<file path="src/rtl/rx_pkg.sv">
// Shared definitions for the receive deserializer slice: state encoding and
// default frame geometry.
package rx_pkg;

  typedef enum logic [2:0] {
    S_OFF   = 3'd0,
    S_ARM   = 3'd1,
    S_IDLE  = 3'd2,
    S_START = 3'd3,
    S_DATA  = 3'd4,
    S_STOP  = 3'd5
  } rx_state_e;

  localparam int unsigned CLKS_PER_BIT_DEF = 16;
  localparam int unsigned DATA_BITS_DEF    = 8;

endpackage

</file>
<file path="src/rtl/rx_sync2.sv">
// Two-flop synchronizer for asynchronous receive-side inputs; resets to the
// line idle level (1).
module rx_sync2 (
  input  logic clk,
  input  logic rst_n,
  input  logic d,
  output logic q
);

  logic meta_q;
  logic sync_q;

  always_ff @(posedge clk or negedge rst_n) begin
    if (!rst_n) begin
      meta_q <= 1'b1;
      sync_q <= 1'b1;
    end else begin
      meta_q <= d;
      sync_q <= meta_q;
    end
  end

  assign q = sync_q;

endmodule

</file>
<file path="src/rtl/rx_uart_deser.sv">
// UART receive deserializer: arms after receiver power-up, then frames
// start/data/stop bits into bytes with one-cycle valid or error strobes.
module rx_uart_deser #(
  parameter int unsigned CLKS_PER_BIT = rx_pkg::CLKS_PER_BIT_DEF,
  parameter int unsigned DATA_BITS    = rx_pkg::DATA_BITS_DEF
) (
  input  logic                 CLK,
  input  logic                 RST_N,
  input  logic                 RDY_RX,
  input  logic                 RX_IN,
  output logic [DATA_BITS-1:0] DATA_OUT,
  output logic                 DATA_VALID,
  output logic                 FRAME_ERR,
  output logic                 BUSY
);

  import rx_pkg::*;

  localparam int unsigned CNT_W = $clog2(CLKS_PER_BIT);
  localparam int unsigned BIT_W = $clog2(DATA_BITS + 1);
  localparam logic [CNT_W-1:0] HALF_M1  = CNT_W'(CLKS_PER_BIT / 2 - 1);
  localparam logic [CNT_W-1:0] FULL_M1  = CNT_W'(CLKS_PER_BIT - 1);
  localparam logic [BIT_W-1:0] BIT_LAST = BIT_W'(DATA_BITS - 1);

  logic rx_s;

  rx_sync2 u_sync (
    .clk   (CLK),
    .rst_n (RST_N),
    .d     (RX_IN),
    .q     (rx_s)
  );

  rx_state_e            state_q, state_d;
  logic [CNT_W-1:0]     cnt_q, cnt_d;
  logic [BIT_W-1:0]     bit_q, bit_d;
  logic [DATA_BITS-1:0] sh_q, sh_d;
  logic [DATA_BITS-1:0] data_q, data_d;
  logic                 valid_q, valid_d;
  logic                 ferr_q, ferr_d;
  logic                 busy_q, busy_d;
  logic                 brk_q, brk_d;

  always_ff @(posedge CLK or negedge RST_N) begin
    if (!RST_N) begin
      state_q <= S_OFF;
      cnt_q   <= '0;
      bit_q   <= '0;
      sh_q    <= '0;
      data_q  <= '0;
      valid_q <= 1'b0;
      ferr_q  <= 1'b0;
      busy_q  <= 1'b0;
      brk_q   <= 1'b0;
    end else begin
      state_q <= state_d;
      cnt_q   <= cnt_d;
      bit_q   <= bit_d;
      sh_q    <= sh_d;
      data_q  <= data_d;
      valid_q <= valid_d;
      ferr_q  <= ferr_d;
      busy_q  <= busy_d;
      brk_q   <= brk_d;
    end
  end

  always_comb begin
    state_d = state_q;
    cnt_d   = cnt_q;
    bit_d   = bit_q;
    sh_d    = sh_q;
    data_d  = data_q;
    valid_d = 1'b0;
    ferr_d  = 1'b0;
    brk_d   = brk_q;

    unique case (state_q)
      S_OFF: begin
        if (RDY_RX) begin
          state_d = S_ARM;
          cnt_d   = '0;
          bit_d   = '0;
        end
      end
      S_ARM: begin
        if (!rx_s) begin
          cnt_d = '0;
        end else if (cnt_q == FULL_M1) begin
          state_d = S_IDLE;
          cnt_d   = '0;
        end else begin
          cnt_d = cnt_q + CNT_W'(1);
        end
      end
      S_IDLE: begin
        // After a break the line must be seen high before a new start counts.
        if (rx_s) begin
          brk_d = 1'b0;
        end else if (!brk_q) begin
          state_d = S_START;
          cnt_d   = '0;
        end
      end
      S_START: begin
        if (cnt_q == HALF_M1) begin
          cnt_d   = '0;
          bit_d   = '0;
          state_d = rx_s ? S_IDLE : S_DATA;
        end else begin
          cnt_d = cnt_q + CNT_W'(1);
        end
      end
      S_DATA: begin
        if (cnt_q == FULL_M1) begin
          cnt_d = '0;
          sh_d  = {rx_s, sh_q[DATA_BITS-1:1]};
          if (bit_q == BIT_LAST) begin
            state_d = S_STOP;
            bit_d   = '0;
          end else begin
            bit_d = bit_q + BIT_W'(1);
          end
        end else begin
          cnt_d = cnt_q + CNT_W'(1);
        end
      end
      S_STOP: begin
        if (cnt_q == FULL_M1) begin
          cnt_d   = '0;
          state_d = S_IDLE;
          if (rx_s) begin
            data_d  = sh_q;
            valid_d = 1'b1;
          end else begin
            ferr_d = 1'b1;
            brk_d  = 1'b1;
          end
        end else begin
          cnt_d = cnt_q + CNT_W'(1);
        end
      end
      default: state_d = S_OFF;
    endcase

    // Power loss overrides everything, including a strobe due on this edge.
    if (!RDY_RX) begin
      state_d = S_OFF;
      cnt_d   = '0;
      bit_d   = '0;
      brk_d   = 1'b0;
      data_d  = data_q;
      valid_d = 1'b0;
      ferr_d  = 1'b0;
    end

    busy_d = state_d inside {S_START, S_DATA, S_STOP};
  end

  assign DATA_OUT   = data_q;
  assign DATA_VALID = valid_q;
  assign FRAME_ERR  = ferr_q;
  assign BUSY       = busy_q;

endmodule
</file>
<file path="config.mk">
export PLATFORM = sky130hd
export DESIGN_NAME = rx_uart_deser
export DESIGN_NICKNAME = d
export VERILOG_FILES = /design/src/rtl/rx_pkg.sv /design/src/rtl/rx_sync2.sv /design/src/rtl/rx_uart_deser.sv
export SDC_FILE = /design/constraint.sdc
export NUM_CORES = 1
export LEC_CHECK = 0
export ABC_CLOCK_PERIOD_IN_PS = 2110
export CAP_MARGIN = 0
export CORE_MARGIN = 4
export CORE_UTILIZATION = 59
export CTS_BUF_LIST = sky130_fd_sc_hd__clkbuf_2 sky130_fd_sc_hd__clkbuf_4 sky130_fd_sc_hd__clkbuf_8
export CTS_CLUSTER_DIAMETER = 200
export CTS_CLUSTER_SIZE = 40
export DETAILED_ROUTE_END_ITERATION = 7
export PLACE_DENSITY = 0.82
export SLEW_MARGIN = 20
export SYNTH_ARGS = -nofsm -noshare
export SYNTH_HDL_FRONTEND = slang
export SYNTH_SLANG_ARGS = --single-unit
</file>
<file path="constraint.sdc">
create_clock -name CLK -period 2.11 [get_ports CLK]
set_input_delay 0.422 -clock CLK [delete_from_list [all_inputs] [get_ports CLK]]
set_output_delay 0.422 -clock CLK [all_outputs]
set_load 0.1 [all_outputs]
</file>
==> out/metrics.yaml, run 1 <==
final_layout:
  final_layout_size_suffix_gt1_share_pct: 35.1
  design_area_sq_um: 1810
  antennaDiodeCount: 0
  area_growth_pct: 11.2
  finalNetCount: 159
logic_synthesis:
  yosys_warnings: 0
  synth_xor_xnor_area_share_pct: 0
  yosys-mux-area-fraction_pct: 12.3
  syn-instance-count: 136
  dominant_combinational_cell_family_by_area_after_synthesis: "simple AND/OR/NAND/NOR gates"
  synth-simple-area-share_pct: 17.2
  synth-compound-area-share_pct: 13.8
  ys_ff_latch: 33
  synth.top_cell.area_share_pct: 47.7
  post_synth.cell_area_avg_sq_um: 12.0
  post-synth-top-area-cell: "sky130_fd_sc_hd__dfrtp_1"
  yosysUniqueCellTypes: 50
  synth_fa_ha_area_share_pct: 1.54
  syn-cell-area_sq_um: 1630
  netlist_top_cells_area: "sky130_fd_sc_hd__dfrtp_1 48%, sky130_fd_sc_hd__mux2_2 11%, sky130_fd_sc_hd__dfstp_2 3.2%"
  postSynthNetCount: 142
  ys_seq_area_share_pct: 50.9
critical_path:
  largest_fanout_of_any_net_on_the_critical_path: 12
  critPathArrivalTime_ps: 2010
  critPathKind: "flip-flop to flip-flop"
  startpoint_types: "flip-flop"
  crit_required_ps: 2350
  crit_end_category: "flip-flop"
grt:
  grt_start_max_net_pins: 34
  grt_pass1_vias: 1114
  gr-usage-all-layers_pct: 19.8
  grt.overflow.total: 0
  antenna_found_initial: 0
  grt_pass1_wl_mm: 5.16
timing:
  hold-worst-slack_ps: 364
  timing_worst_slew_pin_value_ps: 461
  finalWorstPathRequiredPeriod_ps: 1770
  timing.final.max_slew_violations: 0
  max_freq_mhz: 565
  clock_skew_ps: 9.69
  finalSetupViolCount: 0
  hold_violations: 0
  totalNegativeSetupSlack_ps: 0
  rsz_0062_raised_after_global_routing: "false"
  slew-limit-headroom_pct: 69.2
  finalCritPeriodShare_pct: 83.9
route:
  detailedRoute.firstPassIterationCount: 4
  route.detailed.drc: 0
  post_route_wl_mm: 2.99
  routedLengthMet1_mm: 1.27
  detailedRoute.firstIterationViolations: 47
  antenna_violating_nets_post_route: 0
  topRoutingLayerUsed: "met4"
  average_detailed_routed_wire_length_per_instance_um: 16.2
  routed_via_count: 1132
  route.met3.wl_um: 133
  detail_route.vias_per_cell: 6.15
  met2RoutedLength_mm: 1.50
power_and_ir_drop:
  power.static_leakage_nw: 0.832
  pwr_density_cell_nw_per_um2: 581
  ir_worst_vdd_uv: 543
clock_network:
  cts-buffers-inserted: 5
  clock_tree.htree_level_count: 2
  cts_tree: "built"
  buffer_levels_on_the_longest_clock_path: 2
  cts_num_sinks: 33
  cts.clk_slew.worst_paths_ps: 100
  insertion_delay_ps: 350
  post-cts-setup-buffers: 0
  cts.repair.resized: 0
  clk_root_buffer_cell: "sky130_fd_sc_hd__clkbuf_4"
  cts_hold_buffers: 0
placement:
  placement.cell_area_sq_um: 1750
  detailedPlacementHpwl_mm: 2.12
  gp_weighted_congestion: 0.814
  port-buffer-count: 14
hold_path:
  classification_of_the_worst_slack_hold_path: "flip-flop to flip-flop"
floorplan:
  die_width_um: 60.5
  design.portCount: 15
  dieHeight_um: 60.5
  coreArea_sq_um: 2540
  initial_utilization_pct: 63.9
  placement_rows: 18
  floorplan.die_area_sq_um: 3660
run:
  drv_cap: 0
outcome:
  run_status: "finished, final reports clean"
cell usage after synthesis, drive strengths merged:
master   count
o211a        1
mux2i        2
nand4        4
inv          6
o21a         1
o32ai        1
nand3b       4
o221ai       2
nor3b        1
mux2        16
a31o         1
dfstp        2
ha           2
and3         1
a21oi        3
o21bai       2
a21o         1
o21ai        4
o22ai        1
and2         1
or2          1
nor2b        2
dfrtp       31
nand2       10
buf          7
o211ai       1
a32o         1
a21boi       2
and4bb       1
a22o         1
nor3         2
o2bb2ai      1
nor2         6
nand3        6
a211oi       1
nor4bb       1
o221a        1
a31oi        1
or3          1
a22oi        2
nor4b        1
flip-flops by register name, summed over array words and instances (netlist names):
| signal | count |
|---|---|
| DATA_OUT | 8 |
| FRAME_ERR | 1 |
| cnt_q | 4 |
| brk_q | 1 |
| u_sync.q | 1 |
| bit_q | 4 |
| sh_q | 8 |
| BUSY | 1 |
| state_q | 3 |
| u_sync.meta_q | 1 |
| DATA_VALID | 1 |
placed cells by master, fill, tap and decap left out, types with 5 or more instances in the layout:
| master | instances |
|---|---|
| sky130_fd_sc_hd__mux2_2 | 16 |
| sky130_fd_sc_hd__nor2_1 | 5 |
| sky130_fd_sc_hd__buf_4 | 14 |
| sky130_fd_sc_hd__clkbuf_4 | 5 |
| sky130_fd_sc_hd__dfrtp_1 | 31 |
| sky130_fd_sc_hd__nand2_1 | 10 |
| sky130_fd_sc_hd__inv_1 | 6 |
| sky130_fd_sc_hd__nand3_1 | 5 |
through the flow:
stage	std cells	util [%]	setup slack, ps	total power [mW]
after floorplan	136	-	567	0.685
after global placement	176	68.9	250	0.711
after detailed placement	176	68.9	218	0.713
after CTS	184	71.0	350	1.06
after global routing	184	71.0	253	1.10
final	184	71.0	340	1.05
path summary, 6_finish.rpt:
kind                                     from            end  slack, ps  cells after the start
min in group asynchronous               RST_N          brk_q        450                      2
worst max-delay path               state_q[2]    DATA_OUT[4]        340                      4
worst min register to register  u_sync.meta_q       u_sync.q        360                      0
max in group asynchronous               RST_N  u_sync.meta_q       1310                      2
worst min-delay path            u_sync.meta_q       u_sync.q        360                      0
worst max register to register     state_q[2]    DATA_OUT[4]        340                      4
kinds of logic (layout without fill, tap and decap cells):
kind of cell	count (synthesis)	after routing
AOI/OAI and AO/OA	28	28
and+or+nand+nor	42	42
adders and majority gates	2	2
buffers and inverters	13	31
muxes	18	18
DFF	33	33
layer usage:
layer	vias to the layer above	track usage (%)
li1	542	-
met1	559	23.8
met2	24	32.1
met3	7	6.38
met4	0	10.2
met5	-	0
worst max-delay path: stages, from the launching register on:
cell and delay (ps):
sky130_fd_sc_hd__dfrtp_1 590, sky130_fd_sc_hd__nor2b_4 300, sky130_fd_sc_hd__nand3_1 140, sky130_fd_sc_hd__nor2_4 250
sky130_fd_sc_hd__mux2_2 380
area by class of cell:
type	instances	area [sq um]
multi-input combinational	90	729
clock inverter	3	17.5
tap	30	37.5
sequential	33	828
inverter	6	22.5
timing repair buffer	17	135
fill	197	737
clock buffer	5	37.5
power by group:
part	leakage (nW)	switching (mW)	internal, mW	total [mW]
Combinational	0.349	0.0334	0.0218	0.0553
Clock	0.0310	0.225	0.125	0.350
Sequential	0.452	0.00742	0.638	0.646
Total	0.832	0.266	0.785	1.05
(Power assumes the default switching activity.)
==> inputs of run 2 (changes only) <==
--- a/config.mk
+++ b/config.mk
@@ -5,15 +5,15 @@
 export SDC_FILE = /design/constraint.sdc
 export NUM_CORES = 1
 export LEC_CHECK = 0
-export ABC_CLOCK_PERIOD_IN_PS = 2110
+export ABC_CLOCK_PERIOD_IN_PS = 1490
 export CAP_MARGIN = 0
 export CORE_MARGIN = 4
-export CORE_UTILIZATION = 59
+export CORE_UTILIZATION = 53
 export CTS_BUF_LIST = sky130_fd_sc_hd__clkbuf_2 sky130_fd_sc_hd__clkbuf_4 sky130_fd_sc_hd__clkbuf_8
 export CTS_CLUSTER_DIAMETER = 200
 export CTS_CLUSTER_SIZE = 40
 export DETAILED_ROUTE_END_ITERATION = 7
-export PLACE_DENSITY = 0.82
+export PLACE_DENSITY = 0.77
 export SLEW_MARGIN = 20
 export SYNTH_ARGS = -nofsm -noshare
 export SYNTH_HDL_FRONTEND = slang
==> constraint.sdc (replaced) <==
create_clock -name CLK -period 1.49 [get_ports CLK]
set_input_delay 0.298 -clock CLK [delete_from_list [all_inputs] [get_ports CLK]]
set_output_delay 0.298 -clock CLK [all_outputs]
set_load 0.1 [all_outputs]
==> run 2 against run 1 <==
The run now ends with negative setup slack left. Sequential share of layout area shrank 9.5 points. Die area increased by 9.8%. First-iteration DRC count grew 40%. Via count increased by 16%. Clock-buffer cell count unchanged. Utilization rose by 9.4 points. Clock power is 41% higher. Global-route usage hardly changed. Hold slack lost 64 ps. Register-to-register slack worse by 370 ps. Wire length up 32%. Sequential power increased by 41%. Critical endpoint is now DATA_OUT[1]. Largest power group unchanged.
==> out/metrics.yaml, run 2 (synthesis gave the netlist of run 1 again) <==
placement:
  gp_weighted_congestion: 0.929
  placement.cell_area_sq_um: 2030
  detailedPlacementHpwl_mm: 2.41
  port-buffer-count: 14
  dp_cells: 193
route:
  route.met3.wl_um: 255
  average_detailed_routed_wire_length_per_instance_um: 18.4
  routed_via_count: 1309
  post_route_wl_mm: 3.95
  antenna_violating_nets_post_route: 0
  met2RoutedLength_mm: 2.10
  detail_route.vias_per_cell: 6.09
  topRoutingLayerUsed: "met4"
  routedLengthMet1_mm: 1.50
  route.detailed.drc: 0
  detailedRoute.firstIterationViolations: 66
  detailedRoute.firstPassIterationCount: 4
outcome:
  failed_checks: "negative setup slack"
  run_status: "finished with violations"
clock_network:
  cts_tree: "built"
  clk_root_buffer_cell: "sky130_fd_sc_hd__clkbuf_4"
  cts_hold_buffers: 0
  insertion_delay_ps: 340
  cts-buffers-inserted: 5
  cts_num_sinks: 33
  buffer_levels_on_the_longest_clock_path: 2
  cts.clk_slew.worst_paths_ps: 110
  clock_tree.htree_level_count: 2
final_layout:
  fillers: 147
  finalNetCount: 189
  final_cell_mix: "27 x sky130_fd_sc_hd__dfrtp_1, 27 x sky130_fd_sc_hd__buf_4, 15 x sky130_fd_sc_hd__mux2_2"
  non_filler_cells_in_the_finished_layout: 215
  area_growth_pct: 41.1
  antennaDiodeCount: 0
  final_layout_size_suffix_gt1_share_pct: 52.7
  design_area_sq_um: 2290
timing:
  slew-limit-headroom_pct: 82.6
  timing.final.max_slew_violations: 0
  rsz_0062_raised_after_global_routing: "true"
  hold_violations: 0
  max_freq_mhz: 659
  clock_skew_ps: 8.46
  finalCritPeriodShare_pct: 102
  timing_worst_slew_pin_value_ps: 261
  finalSetupViolCount: 15
  finalWorstPathRequiredPeriod_ps: 1520
  post-route-worst-setup-slack_ps: -28.6
floorplan:
  coreArea_sq_um: 2850
  dieHeight_um: 63.4
  floorplan.die_area_sq_um: 4020
  placement_rows: 19
  initial_utilization_pct: 57.0
  die_width_um: 63.4
  design.portCount: 15
grt:
  antenna_found_initial: 0
  gr-usage-all-layers_pct: 19.9
  grt.overflow.total: 0
  grt_pass1_wl_mm: 6.06
  grt_pass1_vias: 1317
  grt_start_max_net_pins: 34
run:
  drv_cap: 0
hold_path:
  classification_of_the_worst_slack_hold_path: "input pin to async pin"
critical_path:
  worst_reg2reg_startpoint: "state_q[2]"
  r2r-end: "DATA_OUT[1]"
  crit_path_start: "state_q[2]"
  slowest_stage_delay_cp_ps: 480
  largest_fanout_of_any_net_on_the_critical_path: 8
  cp_cell_sequence: "nor2b_4, nand3_2, nor2_4, buf_4, mux2_2"
  critPathArrivalTime_ps: 1750
  crit_required_ps: 1720
  ff2ff_setup_slack_ps: -30
  critPathKind: "flip-flop to flip-flop"
  reg2reg_depth: 5
  setup.worst_path.end: "DATA_OUT[1]"
  startpoint_types: "flip-flop"
  slowest_stage: "sky130_fd_sc_hd__dfrtp_2"
  crit_end_category: "flip-flop"
power_and_ir_drop:
  pwr_density_cell_nw_per_um2: 664
  ir_worst_vdd_uv: 511
  power.static_leakage_nw: 1.03
## run 2: cell types whose count changed in the layout (fill, tap and decap cells not counted), moves of 4 or more
cell,delta
sky130_fd_sc_hd__dfrtp_1,-4
sky130_fd_sc_hd__buf_4,+13
sky130_fd_sc_hd__buf_6,+4
sky130_fd_sc_hd__buf_12,+13
sky130_fd_sc_hd__dfrtp_2,+4
## run 2: metrics by stage
| stage | setup slack (ps) | utilization, % | hold slack [ps] | TNS, ps | power [mW] |
|---|---|---|---|---|---|
| 5_1_grt | -106 | 80.4 | 301 | -1310 | 1.59 |
| 2_1_floorplan | 24.1 | - | 2.41 | 0 | 0.970 |
| 3_3_place_gp | -248 | 71.1 | 348 | -2850 | 1.02 |
| 6_report | -28.6 | 80.4 | 300 | -224 | 1.52 |
| 3_5_place_dp | -274 | 71.1 | 349 | -3310 | 1.03 |
| 4_1_cts | 4.53 | 76.0 | 303 | 0 | 1.52 |
## run 2: final cells by class
| cell class | instances | area (sq um) | area share (%) |
|---|---|---|---|
| flip-flops and latches | 33 | 833 | 36.3 |
| inverters | 6 | 22.5 | 0.981 |
| multi-input cells | 90 | 807 | 35.2 |
| well taps | 31 | 38.8 | 1.69 |
| repair buffers | 47 | 538 | 23.4 |
| clock inverters | 3 | 17.5 | 0.763 |
| clock buffers | 5 | 37.5 | 1.64 |
## run 2: what timing repair did
item / in CTS / in global routing
setup endpoints to repair: 18 / 25
gates cloned: 0 / 0
pin swaps: 4 / 8
resized for setup: 5 / 18
buffers inserted: 6 / 8
## run 2: where the power goes
part           internal, mW  switching [mW]  leakage, nW
registers             0.904         0.00927        0.446
clock network         0.178           0.317       0.0310
logic                0.0537          0.0620        0.550
total                  1.14           0.388         1.03
## run 2: worst max-delay path, delay by kind of cell, from the launching register on
kind / cells / cell delay, ps
buffers and inverters: 1 / 140
muxes: 1 / 340
and+or+nand+nor: 3 / 440
DFF: 1 / 480
## run 2: routing by layer
| metal | vias to the layer above | GRT usage [%] |
|---|---|---|
| met3 | 8 | 4.62 |
| met1 | 652 | 22.1 |
| met5 | - | 0 |
| met4 | 0 | 14.0 |
| met2 | 55 | 33.2 |
| li1 | 594 | - |
## run 2: worst min-delay path by stage
stage                        from           to  cells past startpoint
finish                      RST_N        brk_q                      2
global placement    u_sync.meta_q     u_sync.q                      0
CTS                         RST_N     bit_q[3]                      2
global route                RST_N  DATA_OUT[1]                      2
floorplan                   RST_N         BUSY                      0
detailed placement  u_sync.meta_q     u_sync.q                      0
